### config.mk
export PLATFORM = sky130hd
export DESIGN_NAME = discrete_mixer
export DESIGN_NICKNAME = d
export VERILOG_FILES = /design/src/rtl/discrete_audio_pkg.sv /design/src/rtl/discrete_mixer_dc_blocker.sv /design/src/rtl/discrete_mixer.sv
export SDC_FILE = /design/constraint.sdc
export NUM_CORES = 1
export LEC_CHECK = 0
export ABC_AREA = 0
export CAP_MARGIN = 40
export CORE_MARGIN = 4
export CORE_UTILIZATION = 40
export DETAILED_ROUTE_END_ITERATION = 12
export GPL_TIMING_DRIVEN = 0
export PLACE_DENSITY = 0.64
export SYNTH_ARGS = -nofsm -noshare
export SYNTH_HDL_FRONTEND = slang
export SYNTH_SLANG_ARGS = --single-unit
export TNS_END_PERCENT = 1
### constraint.sdc
create_clock -name clk -period 5 [get_ports clk]
set_input_delay 1 -clock clk [delete_from_list [all_inputs] [get_ports clk]]
set_output_delay 1 -clock clk [all_outputs]
set_load 0.005 [all_outputs]
### src/rtl/discrete_audio_pkg.sv
// Shared types, constants and the output saturation helper for the discrete
// sound generator audio path.
package discrete_audio_pkg;

    typedef logic [15:0]        sample_u_t;
    typedef logic signed [15:0] sample_s_t;

    typedef enum logic [1:0] {
        IDLE,
        ACCUM,
        FILTER,
        OUTPUT
    } mixer_state_t;

    localparam int         SAT_MAX    = 32767;
    localparam int         SAT_MIN    = -32768;
    localparam logic [7:0] GAIN_UNITY = 8'h80;

    // Signed width of the filter datapath: 20-bit unsigned mix plus a sign bit.
    localparam int FILT_W = 21;

    function automatic sample_s_t sat16(input logic signed [FILT_W-1:0] v);
        if (v > FILT_W'(SAT_MAX)) begin
            sat16 = sample_s_t'(SAT_MAX);
        end else if (v < FILT_W'(SAT_MIN)) begin
            sat16 = sample_s_t'(SAT_MIN);
        end else begin
            sat16 = v[15:0];
        end
    endfunction

endpackage

### src/rtl/discrete_mixer_dc_blocker.sv
// One-pole DC blocker: y = x - avg, where avg leaks toward x by 2^-DC_SHIFT
// per update. avg keeps DC_SHIFT fraction bits so small offsets still decay.
module dc_blocker
    import discrete_audio_pkg::*;
#(
    parameter int DC_SHIFT = 8
) (
    input  logic                       clk,
    input  logic                       reset,
    input  logic                       en,
    input  logic signed [FILT_W-1:0]   x,
    output logic signed [FILT_W-1:0]   y,
    output logic signed [20+DC_SHIFT-1:0] avg
);

    localparam int AVG_W = 20 + DC_SHIFT;

    logic signed [AVG_W-1:0] avg_next;

    generate
        if (DC_SHIFT == 0) begin : g_bypass
            assign y        = x;
            assign avg_next = '0;
        end else begin : g_block
            localparam int DIFF_W = FILT_W + DC_SHIFT + 1;

            logic signed [DIFF_W-1:0] diff;
            logic signed [DIFF_W-1:0] step;
            logic signed [FILT_W-1:0] avg_int;

            // Both operands are aligned to the fractional scale of avg.
            assign diff     = (DIFF_W'(x) <<< DC_SHIFT) - DIFF_W'(avg);
            assign step     = diff >>> DC_SHIFT;
            assign avg_next = avg + AVG_W'(step);
            assign avg_int  = FILT_W'(avg >>> DC_SHIFT);
            assign y        = x - avg_int;
        end
    endgenerate

    always_ff @(posedge clk) begin
        if (reset) begin
            avg <= '0;
        end else if (en) begin
            avg <= avg_next;
        end
    end

endmodule

### src/rtl/discrete_mixer.sv
// Time-multiplexed gain/sum mixer for the discrete sound channels, followed
// by a DC blocker and signed 16-bit saturation.
module discrete_mixer
    import discrete_audio_pkg::*;
#(
    parameter int NUM_CH   = 4,
    parameter int GAIN_W   = 8,
    parameter int DC_SHIFT = 8
) (
    input  logic                     clk,
    input  logic                     reset,
    input  logic                     clk_48KHz_en,
    input  logic [NUM_CH*16-1:0]     ch_in,
    input  logic [NUM_CH*GAIN_W-1:0] ch_gain,
    input  logic                     mute,
    output logic [15:0]              audio_out,
    output logic                     sample_valid,
    output logic                     overrun
);

    localparam int CNT_W  = (NUM_CH > 1) ? $clog2(NUM_CH) : 1;
    localparam int ACC_W  = 16 + GAIN_W + $clog2(NUM_CH);
    localparam int PROD_W = 16 + GAIN_W;

    mixer_state_t              state;
    logic [CNT_W-1:0]          cnt;
    logic [ACC_W-1:0]          acc;
    logic [NUM_CH*16-1:0]      ch_r;
    logic [NUM_CH*GAIN_W-1:0]  gain_r;

    sample_u_t                 ch_cur;
    logic [GAIN_W-1:0]         gain_cur;
    logic [PROD_W-1:0]         prod;
    logic [ACC_W-1:0]          acc_sh;
    logic                      last_ch;
    logic signed [FILT_W-1:0]  filt_x;
    logic signed [FILT_W-1:0]  filt_y;
    logic signed [20+DC_SHIFT-1:0] dc_avg_unused;

    // The snapshot registers shift down one channel per ACCUM cycle, so the
    // current channel is always in the low slice.
    assign ch_cur   = ch_r[15:0];
    assign gain_cur = gain_r[GAIN_W-1:0];
    assign prod     = PROD_W'(ch_cur) * PROD_W'(gain_cur);
    assign acc_sh   = acc >> 7;
    assign filt_x   = FILT_W'(acc_sh);
    assign last_ch  = (cnt == CNT_W'(NUM_CH - 1));

    dc_blocker #(
        .DC_SHIFT(DC_SHIFT)
    ) u_dc_blocker (
        .clk   (clk),
        .reset (reset),
        .en    (state == FILTER),
        .x     (filt_x),
        .y     (filt_y),
        .avg   (dc_avg_unused)
    );

    always_ff @(posedge clk) begin
        if (reset) begin
            state        <= IDLE;
            cnt          <= '0;
            acc          <= '0;
            ch_r         <= '0;
            gain_r       <= '0;
            audio_out    <= '0;
            sample_valid <= 1'b0;
            overrun      <= 1'b0;
        end else begin
            sample_valid <= 1'b0;
            if (clk_48KHz_en && (state != IDLE)) begin
                overrun <= 1'b1;
            end
            case (state)
                IDLE: begin
                    if (clk_48KHz_en) begin
                        ch_r   <= ch_in;
                        gain_r <= ch_gain;
                        acc    <= '0;
                        cnt    <= '0;
                        state  <= ACCUM;
                    end
                end
                ACCUM: begin
                    acc    <= acc + ACC_W'(prod);
                    ch_r   <= ch_r >> 16;
                    gain_r <= gain_r >> GAIN_W;
                    cnt    <= cnt + CNT_W'(1);
                    if (last_ch) begin
                        state <= FILTER;
                    end
                end
                FILTER: begin
                    // Registered here so the new sample is visible during OUTPUT.
                    audio_out    <= mute ? 16'h0000 : sat16(filt_y);
                    sample_valid <= 1'b1;
                    state        <= OUTPUT;
                end
                OUTPUT: begin
                    state <= IDLE;
                end
                default: begin
                    state <= IDLE;
                end
            endcase
        end
    end

endmodule

==> flow_summary.json <==
{
  "vias": 12400,
  "netlist.top_cell.by_area": "dfxtp_1",
  "die_height_um": 197,
  "synth_fp_nets": 2015,
  "critPathMaxFanout": 10,
  "final_nets": 2191,
  "cpMostUsedCell": "fa_1",
  "cp.arrival_ps": 5530,
  "drc": 0,
  "failed_checks": "setup timing",
  "fin_crit_sh_pct": 103,
  "vias_per_cell": 5.24,
  "synth_area_leaders": "dfxtp_1 (24%), fa_1 (15%), ha_1 (8.7%), mux2i_1 (5.9%), inv_1 (5.3%)",
  "critical_path_required_ps": 5380,
  "dpl.hpwl_um": 32900,
  "routedWlPerCell_um": 17.6,
  "num_antenna_cells": 0,
  "synth.avg_cell_area_um2": 8.38,
  "antenna_left": 0,
  "syn_area_um2": 14300,
  "drt_iter0_markers": 663,
  "clock-sinks": 172,
  "cp_slowest_cell": "fa_1",
  "num_rows": 69,
  "fin_crit_ps": 5160,
  "synthFlopType": "dfxtp_1",
  "grt-busiest-layer": "met2",
  "grt_max_degree": 17,
  "rsz0062_at_grt": "yes",
  "ctsHoldBuffers": 0,
  "dieArea_um2": 38900,
  "final-setup-viol-count": 4,
  "wirelength_um": 41400,
  "grt_pass1_vias": 12600,
  "yosysMostFrequentCell": "inv_1",
  "clkTransAtPathRegs_ps": 80,
  "cts_tree": "yes",
  "path_cells": "clkbuf_8, nand2_1, fa_1, fa_1, inv_1, fa_1, inv_1, fa_1, inv_2, ha_4, or3_4, buf_4, a211oi_4, o21ai_2, a2111oi_4, o31ai_4, buf_4, xor2_1, nand2_1, a21oi_2",
  "drive_gt1_share_pct": 9.70,
  "status": "finished, violations left",
  "overflow": 0,
  "slew_violations": 0,
  "final_core_util_pct": 49.4,
  "timing.rr.end": "acc[22]",
  "start_util_pct": 40.4,
  "worstSetupPathType": "reg -> reg",
  "cts_max_level": 4,
  "cts_buffers": 17,
  "dr.pass1.iters": 8,
  "worst_pin_slew_ps": 874,
  "async_flop_share_pct": 0,
  "reg2reg_depth": 20,
  "met1_usage_pct": 29.8,
  "max_stage_delay_ps": 540,
  "cap_violations": 0,
  "fmax_mhz": 194,
  "layout-area-overhead-vs-synth_pct": 22.3,
  "ys_ff_latch": 172,
  "hold_end": "ch_r[57]",
  "clk_latency_ps": 450,
  "max_slew_margin_pct": 41.8,
  "grt_usage_pct": 21.5,
  "gp_congestion": 0.901,
  "met2_usage_pct": 34.5,
  "syn_inst": 1708,
  "clockBufferDepth": 2,
  "hp-start": "ch_r[57]",
  "worstSetupStartpointType": "flip-flop",
  "regToRegStartpoint": "gain_r[2]",
  "fin_worst_skew_ps": 11.7,
  "io_buffers": 117,
  "core_um2": 35400,
  "io_pins": 118,
  "synth_edf_count": 0,
  "ys_seq_area_share_pct": 24.1,
  "grt_pass1_wl_um": 67000,
  "antenna_found_initial": 0,
  "hold_path_class": "reg -> reg",
  "synth_top_area_share_pct": 24.1,
  "holdPathStages": 2,
  "pre_cts_ws_ps": -783,
  "fp.dieW_um": 197,
  "synthTopCellsByCount": "inv_1 (202), dfxtp_1 (172), nand2_1 (163)",
  "synth_warnings": 0,
  "worst_setup_path_end_kind": "flip-flop",
  "worst-r2r-setup-slack_ps": -160,
  "grtUsageMet3_pct": 2.81,
  "post_synth_num_cell_types": 68,
  "hold_viol": 0,
  "root_buffer": "clkbuf_16",
  "setup_slack_ps": -157
}
## metal layers
| layer | share of wire, % | vias up |
|---|---|---|
| met5 | 0 | - |
| met4 | 3.4 | 0 |
| met3 | 4.5 | 75 |
| met2 | 46 | 229 |
| met1 | 46 | 5943 |
| li1 | - | 6114 |
## kinds of logic after synthesis
group,synth area share (%)
buf+inv,7.88
simple gates,16.4
flops,24.1
mux,5.88
xor+xnor,4.35
fa+ha+maj,23.8
compound gates,17.7
## cells in the final DEF, fill, tap and decap left out, types with 7 or more instances in the layout
cell / count
a221o_1: 14
nand2_2: 8
buf_6: 7
dfxtp_1: 155
clkdlybuf4s50_1: 117
inv_1: 195
nor2b_1: 10
nand2_1: 155
o21bai_1: 15
clkbuf_1: 52
buf_1: 7
buf_4: 42
nor2_1: 134
xor2_1: 23
ha_1: 89
fa_1: 107
o21ai_0: 37
dfxtp_4: 9
clkbuf_16: 19
mux2i_1: 84
a31oi_1: 7
nand3_1: 39
dfxtp_2: 8
and2_1: 91
a211oi_1: 79
ha_4: 9
buf_2: 9
a21oi_1: 126
nand4_1: 7
nor3_1: 18
xnor2_1: 48
a21o_1: 32
or3_1: 7
inv_2: 7
o21a_1: 13
## area by class of cell
cell class                      instances  area [um^2]
Multi-Input combinational cell       1247        10100
Clock buffer                           17          425
Timing Repair Buffer                  162         1520
Clock inverter                         14          213
Buffer                                 82          458
Fill cell                            3410        17900
Tap cell                              461          577
Sequential cell                       172         3490
Inverter                              202          758
## repair_timing
item	4_1_cts	5_1_grt
setup endpoints to repair	18	16
resized for setup	76	28
buffers inserted	30	13
pin swaps	66	24
gates cloned	1	1
endpoints found under the hold margin	0	0
## critical path, delay by kind of cell, from the launching register on
family	cells	cell delay, ps
AO/OA/AOI/OAI	5	1210
flip-flops	1	370
adder cells (fa/ha/maj)	5	2230
buffers and inverters	6	630
AND/OR/NAND/NOR	3	490
XOR/XNOR	1	130
## worst max-delay path by stage
stage	start	to	slack (ps)
after floorplan	gain_r[7]	acc[25]	3
after global placement	gain_r[3]	acc[24]	-750
after detailed placement	gain_r[3]	acc[24]	-780
after CTS	gain_r[0]	acc[25]	-100
after global routing	gain_r[2]	acc[22]	-290
final	gain_r[2]	acc[22]	-160
## flip-flops by register name (all words and copies together), names as in the netlist
signal and cells:
acc 26, audio_out 16, ch_r 64, cnt 2, gain_r 32, overrun 1, sample_valid 1, state 2
u_dc_blocker.avg 28
## stage by stage
step                      hold WS [ps]  area (um^2)  TNS [ps]  std cells
after global placement             443        16200     -4980       2286
after CTS                          460        17300      -233       2345
after detailed placement           451        16200     -5160       2286
after floorplan                    436        14400         0       1708
after global routing               480        17500     -1360       2357
final                              458        17500      -386       2357
Power is not shown: default switching activity piles up to over one toggle a cycle in this logic, so the estimate is an artifact.
